## config.mk

```make
export PLATFORM = sky130hd
export DESIGN_NAME = bin_to_bcd_seq_flat
export DESIGN_NICKNAME = d
export VERILOG_FILES = /design/src/rtl/bin_to_bcd_seq_if.sv /design/src/rtl/bin_to_bcd_seq.sv /design/src/flat_wrapper.sv
export SDC_FILE = /design/constraint.sdc
export NUM_CORES = 1
export LEC_CHECK = 0
export BUFFER_PORTS_ARGS = -buffer_cell sky130_fd_sc_hd__buf_2
export CORE_ASPECT_RATIO = 0.9
export CORE_MARGIN = 3
export CORE_UTILIZATION = 50
export CTS_CLUSTER_SIZE = 14
export DETAILED_ROUTE_END_ITERATION = 12
export PLACE_DENSITY = 0.68
export SYNTH_ARGS = -nofsm -noshare
export SYNTH_HDL_FRONTEND = slang
export SYNTH_SLANG_ARGS = --single-unit
export TNS_END_PERCENT = 10
```

## constraint.sdc

```tcl
create_clock -name clk -period 2.1 [get_ports clk]
set_input_delay 0.105 -clock clk [delete_from_list [all_inputs] [get_ports clk]]
set_output_delay 0.105 -clock clk [all_outputs]
set_load 0.02 [all_outputs]
```

## src/rtl/bin_to_bcd_seq_if.sv

```systemverilog
// Handshake and result bundle between a binary source and the bin_to_bcd_seq converter.
// W is the width of the binary operand.
interface bin_to_bcd_seq_if #(
  parameter int W = 10
);
  logic         start;
  logic [W-1:0] bin;
  logic         busy;
  logic         done;
  logic [3:0]   ones;
  logic [3:0]   tens;
  logic [3:0]   hundreds;
  logic         ovf;

  modport master (
    output start, bin,
    input  busy, done, ones, tens, hundreds, ovf
  );

  modport slave (
    input  start, bin,
    output busy, done, ones, tens, hundreds, ovf
  );
endinterface

```

## src/rtl/bin_to_bcd_seq.sv

```systemverilog
// Sequential double-dabble converter: one shift per clock, ten shifts per conversion,
// with saturation to 999 and registered digits that only change on completion.
module bin_to_bcd_seq #(
  parameter int W = 10
) (
  input  logic            clk,
  input  logic            reset,
  bin_to_bcd_seq_if.slave bus
);

  typedef enum logic [1:0] {IDLE, SHIFT, DONE} state_t;

  localparam int          EW   = (W > 10) ? W : 10;
  localparam logic [3:0]  LAST = 4'd9;

  state_t        state, state_next;
  logic [21:0]   sreg;
  logic [3:0]    cnt;
  logic          ovf_pend;
  logic          done_q;
  logic          ovf_q;
  logic [3:0]    ones_q, tens_q, hundreds_q;

  // Compare at the wider of W and 10 bits so wide inputs saturate before truncation.
  logic [EW-1:0] bin_ext;
  logic          bin_big;
  logic [9:0]    bin_sat;

  assign bin_ext = EW'(bus.bin);
  assign bin_big = (bin_ext > EW'(999));
  assign bin_sat = bin_big ? 10'd999 : bin_ext[9:0];

  // One double-dabble step: correct each BCD nibble >= 5, then shift left.
  function automatic logic [21:0] dabble(input logic [21:0] r);
    logic [21:0] t;
    t = r;
    for (int i = 0; i < 3; i++) begin
      if (t[10+4*i +: 4] >= 4'd5) t[10+4*i +: 4] = t[10+4*i +: 4] + 4'd3;
    end
    return {t[20:0], 1'b0};
  endfunction

  always_ff @(posedge clk or negedge reset) begin
    if (!reset) state <= IDLE;
    else        state <= state_next;
  end

  always_comb begin
    // NOTE: default first so every path assigns state_next and no latch is inferred.
    state_next = state;
    case (state)
      IDLE:    if (bus.start) state_next = SHIFT;
      SHIFT:   if (cnt == LAST) state_next = DONE;
      DONE:    state_next = IDLE;
      default: state_next = IDLE;
    endcase
  end

  always_ff @(posedge clk or negedge reset) begin
    // NOTE: every register, datapath included, is cleared so an aborted conversion leaves no trace.
    if (!reset) begin
      sreg       <= '0;
      cnt        <= '0;
      ovf_pend   <= 1'b0;
      done_q     <= 1'b0;
      ovf_q      <= 1'b0;
      ones_q     <= '0;
      tens_q     <= '0;
      hundreds_q <= '0;
    end else begin
      // NOTE: non-blocking throughout; every register sees pre-edge values of the others.
      done_q <= 1'b0;
      case (state)
        IDLE: begin
          if (bus.start) begin
            sreg     <= {12'd0, bin_sat};
            cnt      <= '0;
            ovf_pend <= bin_big;
          end
        end
        SHIFT: begin
          sreg <= dabble(sreg);
          cnt  <= cnt + 4'd1;
        end
        DONE: begin
          hundreds_q <= sreg[21:18];
          tens_q     <= sreg[17:14];
          ones_q     <= sreg[13:10];
          ovf_q      <= ovf_pend;
          done_q     <= 1'b1;
        end
        default: ;
      endcase
    end
  end

  assign bus.busy     = (state != IDLE);
  assign bus.done     = done_q;
  assign bus.ones     = ones_q;
  assign bus.tens     = tens_q;
  assign bus.hundreds = hundreds_q;
  assign bus.ovf      = ovf_q;

endmodule

```

## src/flat_wrapper.sv

```systemverilog
// flat-port wrapper written by rule: the top's interface ports become plain ports
module bin_to_bcd_seq_flat 
#(
  parameter int W = 10
)
  (clk, reset, bus_start, bus_bin, bus_busy, bus_done, bus_ones, bus_tens, bus_hundreds, bus_ovf);
  bin_to_bcd_seq_if #(.W(W)) bus_i ();
  input  logic clk;
  input  logic reset;
  input wire logic [$bits(bus_i.start)-1:0] bus_start;
  input wire logic [$bits(bus_i.bin)-1:0] bus_bin;
  output wire logic [$bits(bus_i.busy)-1:0] bus_busy;
  output wire logic [$bits(bus_i.done)-1:0] bus_done;
  output wire logic [$bits(bus_i.ones)-1:0] bus_ones;
  output wire logic [$bits(bus_i.tens)-1:0] bus_tens;
  output wire logic [$bits(bus_i.hundreds)-1:0] bus_hundreds;
  output wire logic [$bits(bus_i.ovf)-1:0] bus_ovf;
  assign bus_i.start = bus_start;
  assign bus_i.bin = bus_bin;
  assign bus_busy = bus_i.busy;
  assign bus_done = bus_i.done;
  assign bus_ones = bus_i.ones;
  assign bus_tens = bus_i.tens;
  assign bus_hundreds = bus_i.hundreds;
  assign bus_ovf = bus_i.ovf;
  bin_to_bcd_seq #(.W(W)) u_core (.clk(clk), .reset(reset), .bus(bus_i));
endmodule
```

### Word level (Yosys, flattened, before mapping)

Cells that the tools add are included.

| operators by class | value |
|---|---|
| $mul | 0 |
| equality and inequality tests | 5 |
| bitwise gates (word level) | 0 |
| magnitude comparators | 4 |
| add/sub/neg operators | 4 |
| reductions and logical operators | 6 |
| div/mod/pow operators | 0 |
| shifts and indexed selects | 0 |
| muxes and demuxes | 12 |

Operators by type and width:

| cell | count |
|---|---|
| 22-bit one-hot mux with 2 select lines | 1 |
| 22-bit two-way mux | 1 |
| 4-bit by 3-bit greater-or-equal comparator with 1-bit output (second input constant) | 3 |
| 4-bit two-way mux | 3 |
| 10-bit greater-than comparator (second input constant) | 1 |
| 10-bit two-way mux | 1 |
| 4-bit by 2-bit adder with 4-bit output (second input constant) | 2 |
| 4-bit one-hot mux with 2 select lines | 1 |
| 2-bit AND reduction | 3 |
| 4-bit by 1-bit adder with 4-bit output (second input constant) | 1 |
| 4-bit equality test (second input constant) | 1 |
| 2-bit two-way mux | 2 |
| 2-bit one-hot mux with 2 select lines | 1 |
| 2-bit nonzero test | 2 |
| 3-bit by 2-bit adder with 3-bit output (second input constant) | 1 |
| 3-bit two-way mux | 1 |
| 2-bit by 1-bit equality test with 1-bit output (second input constant) | 1 |
| 2-bit equality test (second input constant) | 1 |
| 2-bit zero test | 1 |
| 2-bit by 1-bit != test with 1-bit output (second input constant) | 1 |
| 2-bit != test (second input constant) | 1 |
| 1-bit two-way mux | 1 |

| word-level totals | value |
|---|---|
| bits in writable memories | 0 |
| output and inout port bits | 15 |
| bits in read-only memories | 0 |
| register bits after elaboration | 43 |
| latch bits | 0 |
| memories kept | 0 |
| input port bits | 13 |
| logic and storage cells | 40 |

### Logic depth before layout (Yosys ltp)

| logic depth | value |
|---|---|
| depth after elaboration | 4 |
| mapped depth | 6 |

### Worst setup path before layout

No wires, ideal clock.

| timing path | value |
|---|---|
| path type | register to register |
| start point | reg u_core.sreg[14] |
| end point | reg u_core.sreg[16] |
| library setup time | 83 ps |
| path slack | 585 ps |
| cell stages (with the launch flop) | 7 |
| arrival | 1,433 ps |
| cell sequence | dfrtp_1 > inv_1 > ha_1 > nand2b_1 > a21oi_1 > mux2_2 > o21ai_0 |

| between the ends | value |
|---|---|
| longest elaborated chain between the ends | 3 |
| elaborated cells between the ends (all ways) | 4 |
| those cells by class | 1 x add/sub; 1 x order compare; 2 x mux |

Ends and longest elaborated chain:

| item | RTL line | text |
|---|---|---|
| from (decl) | bin_to_bcd_seq.sv:17 | `logic [21:0] sreg;` |
| from (signal assigned) | bin_to_bcd_seq.sv:76 | `sreg <= {12'd0, bin_sat};` |
| from (signal assigned) | bin_to_bcd_seq.sv:82 | `sreg <= dabble(sreg);` |
| 4-bit by 2-bit adder with 4-bit output / 4-bit by 3-bit greater-or-equal comparator with 1-bit output (equally long branches) | bin_to_bcd_seq.sv:38 | `if (t[10+4*i +: 4] >= 4'd5) t[10+4*i +: 4] = t[10+4*i +: 4] + 4'd3;` |
| 4-bit two-way mux * | bin_to_bcd_seq.sv:38 |  |
| 22-bit one-hot mux with 2 select lines * | bin_to_bcd_seq.sv:73 | `case (state)` |

Every way passes the cells marked *; elsewhere a longest branch is shown, timed or not.
A chain may end at the register's enable or synchronous reset.

### Final worst setup path

Ends and elaborated chain as after synthesis.

==> reports/results.tsv <==
metric	value	unit
crit path DAT	1950	ps
# fillers	296	
initial antenna violation count	0	
switching share of power	39.3	%
Die W	71.8	um
Gate Count Post-Synth	183	
Max IR drop VDD	0.713	mV
largest net degree at the start of global routing	44	
share of layout cells above drive strength 1	24.8	%
Synth Net Count	204	
GRT Residual Overflow	0	
H-Tree Depth	2	
Worst slew margin	38.7	%
fmax	0.577	GHz
Post-synth ARST share	100	%
internal power	2.01	mW
#FFs+latches synth	43	
status	finished, final reports clean	
Tot GR Track Use	18.1	%
CP Launch Type	register	
largest family of logic cells by synthesized area	compound AO/OA/AOI/OAI gates	
TritonCTS Sinks	43	
WS Path Type	register to register	
remaining routing DRC violations	0	
commonest non-fill, non-tap cells in the layout	dfrtp_1, buf_2, o21ai_0	
Clock Tree Root	clkbuf_8	
Site Rows	20	
Clock Pin Slew Worst Setup and Hold Paths	80	ps
final hold vios	0	
Most used DFF post-synth	dfrtp_1	
die area	4680	sq um
Mean Syn Cell Area	10.7	sq um
hold crit path type	input port to register	
vias in the first global route	1440	
post-synthesis simple-gate area fraction	13.5	%
starting density of the core	54.9	%
CP top delay family	compound AO/OA/AOI/OAI gates	
CTS tree	done	
Slew Limit Fails	0	
CP Buf/Inv Count	1	
vias post-DR	1424	
DRC violation total after the first TritonRoute iteration	103	
CP endpoint kind	register	
Clock Skew	10.6	ps
sequential cell area	1080	sq um
period utilization	82.5	%
Finished Layout Cells	258	
RSZ-0062 raised after global routing	no	
EDFF count, synth	0	
Post-Syn Area	1950	sq um
post-DP HPWL	2620	um
global-route wire length before repair	6480	um
most common cell after layout, fill and taps aside	dfrtp_1	
PwrDens	1490	nW/um^2
XOR/XNOR share of the synthesized area	2.25	%
final cell utilization of the core	62.6	%
clock latency on the worst-skew pair	300	ps
compound-gate portion of the synthesized area	13.5	%
synthesis-to-finish area growth	14.1	%
Ant. Diodes	0	
# hold bufs at CTS	1	
critical path peak fanout	4	
Tmin final	1730	ps
Placer Congestion	0.833	
Max Root-Sink Buffers	2	
remaining antenna violation count	0	
core area	3550	sq um
Pleak	1.07	nW
CP peak stage delay	420	ps
drt wl/cell	14.4	um
Resize count post-CTS	0	
boundary pin count	28	
final wirelength	3720	um
Tightest Pin Transition	920	ps
Adder-Cell Fraction of Synth Area	5.13	%
post-synthesis mux area share	6.35	%
Finish-stage setup viols	0	
CTS Buf Count	5	
Logic pwr share	42.2	%
number of library cell types mapped by synthesis	28	
Max-Cap Viols	0	
sequential share of power	42.5	%
clock network power share	15.2	%
vias per cell	5.52	
CP max stage cell	dfrtp_1	
Synthesis Warnings	0	
placed cell count	249	
post-synthesis sequential area ratio	55.2	%
Setup TNS Final	0	ps
Die Y	65.2	um
Worst EP required	2320	ps
Port Buffers	27	
P_sw	1.30	mW
drt first pass iters	4	
CP Cell Sequence	inv_1 > ha_1 > nand2b_1 > a21oi_1 > mux2_2 > o21ai_0	
nets	234	
Post-CTS Setup Inserts	0	
area of the multi-input gates	796	sq um
[cell families after synthesis]
kind of cell | count (synthesis)
AOI/OAI and AO/OA | 43
muxes | 11
and+or+nand+nor | 55
adders and majority gates | 8
DFF | 43
xor gates and xnor gates | 5
buffers and inverters | 18
[through the flow]
step / hold slack (ps) / area [sq um] / worst slack [ps] / power [mW]
floorplan: -191 / 1950 / 585 / 2.43
global placement: 287 / 2130 / 449 / 2.76
detailed placement: 303 / 2130 / 369 / 2.84
CTS: 54.9 / 2220 / 343 / 3.35
global route: 90.7 / 2220 / 214 / 3.62
finish: 63.2 / 2220 / 367 / 3.31
[layout make-up]
cell class	instances	area share, %
Timing Repair Buffer	33	8.21
Inverter	8	1.35
Clock inverter	2	0.562
Multi-Input combinational cell	122	35.8
Tap cell	44	2.47
Sequential cell	43	48.4
Clock buffer	6	3.26
[worst min-delay path: stages]
cell and delay [ps]:
buf_2 80, nor3_1 40, a21oi_1 100
[final timing paths]
check / from / end / slack (ps) / cells past startpoint
setup reg to reg: u_core.sreg[14] / u_core.sreg[16] / 370 / 6
hold reg to reg: u_core.bus.tens[0] / u_core.bus.tens[0] / 480 / 2
max in group asynchronous: reset / u_core.sreg[5] / 1050 / 2
min in group asynchronous: reset / u_core.bus.ovf / 470 / 2
setup / recovery: u_core.sreg[14] / u_core.sreg[16] / 370 / 6
hold / removal: bus_bin[0] / u_core.sreg[0] / 60 / 3
[sequential cells by signal, summed over array words and instances, names as in the netlist]
name                 cells
u_core.bus.tens          4
u_core.sreg             22
u_core.ovf_pend          1
u_core.bus.done          1
u_core.state             2
u_core.bus.ovf           1
u_core.bus.ones          4
u_core.cnt               4
u_core.bus.hundreds      4
[routing by layer]
| metal | track usage [%] | routed length (um) |
|---|---|---|
| met5 | 0 | 0 |
| met4 | 8.69 | 31 |
| met3 | 4.43 | 199 |
| met2 | 31.0 | 1880 |
| met1 | 21.2 | 1620 |
[synth_stat cells (all sizes together) (4+ instances only)]
library cell	instances	area, sq um
clkbuf	7	26.3
mux2	11	124
a21oi	4	20.0
dfrtp	43	1080
o31ai	5	37.5
nand3	12	60.1
inv	8	30.0
nand2b	5	31.3
nor2	13	48.8
nand2	15	58.8
o21ai	22	110
o22ai	5	31.3
ha	8	100
[power by group through the flow]
stage	Clock [mW]	Sequential [mW]	Combinational (mW)
floorplan	0	1.48	0.949
global placement	0	1.41	1.35
detailed placement	0	1.43	1.41
CTS	0.526	1.41	1.42
global route	0.555	1.46	1.60
finish	0.504	1.41	1.40
(Power assumes the default switching activity.)
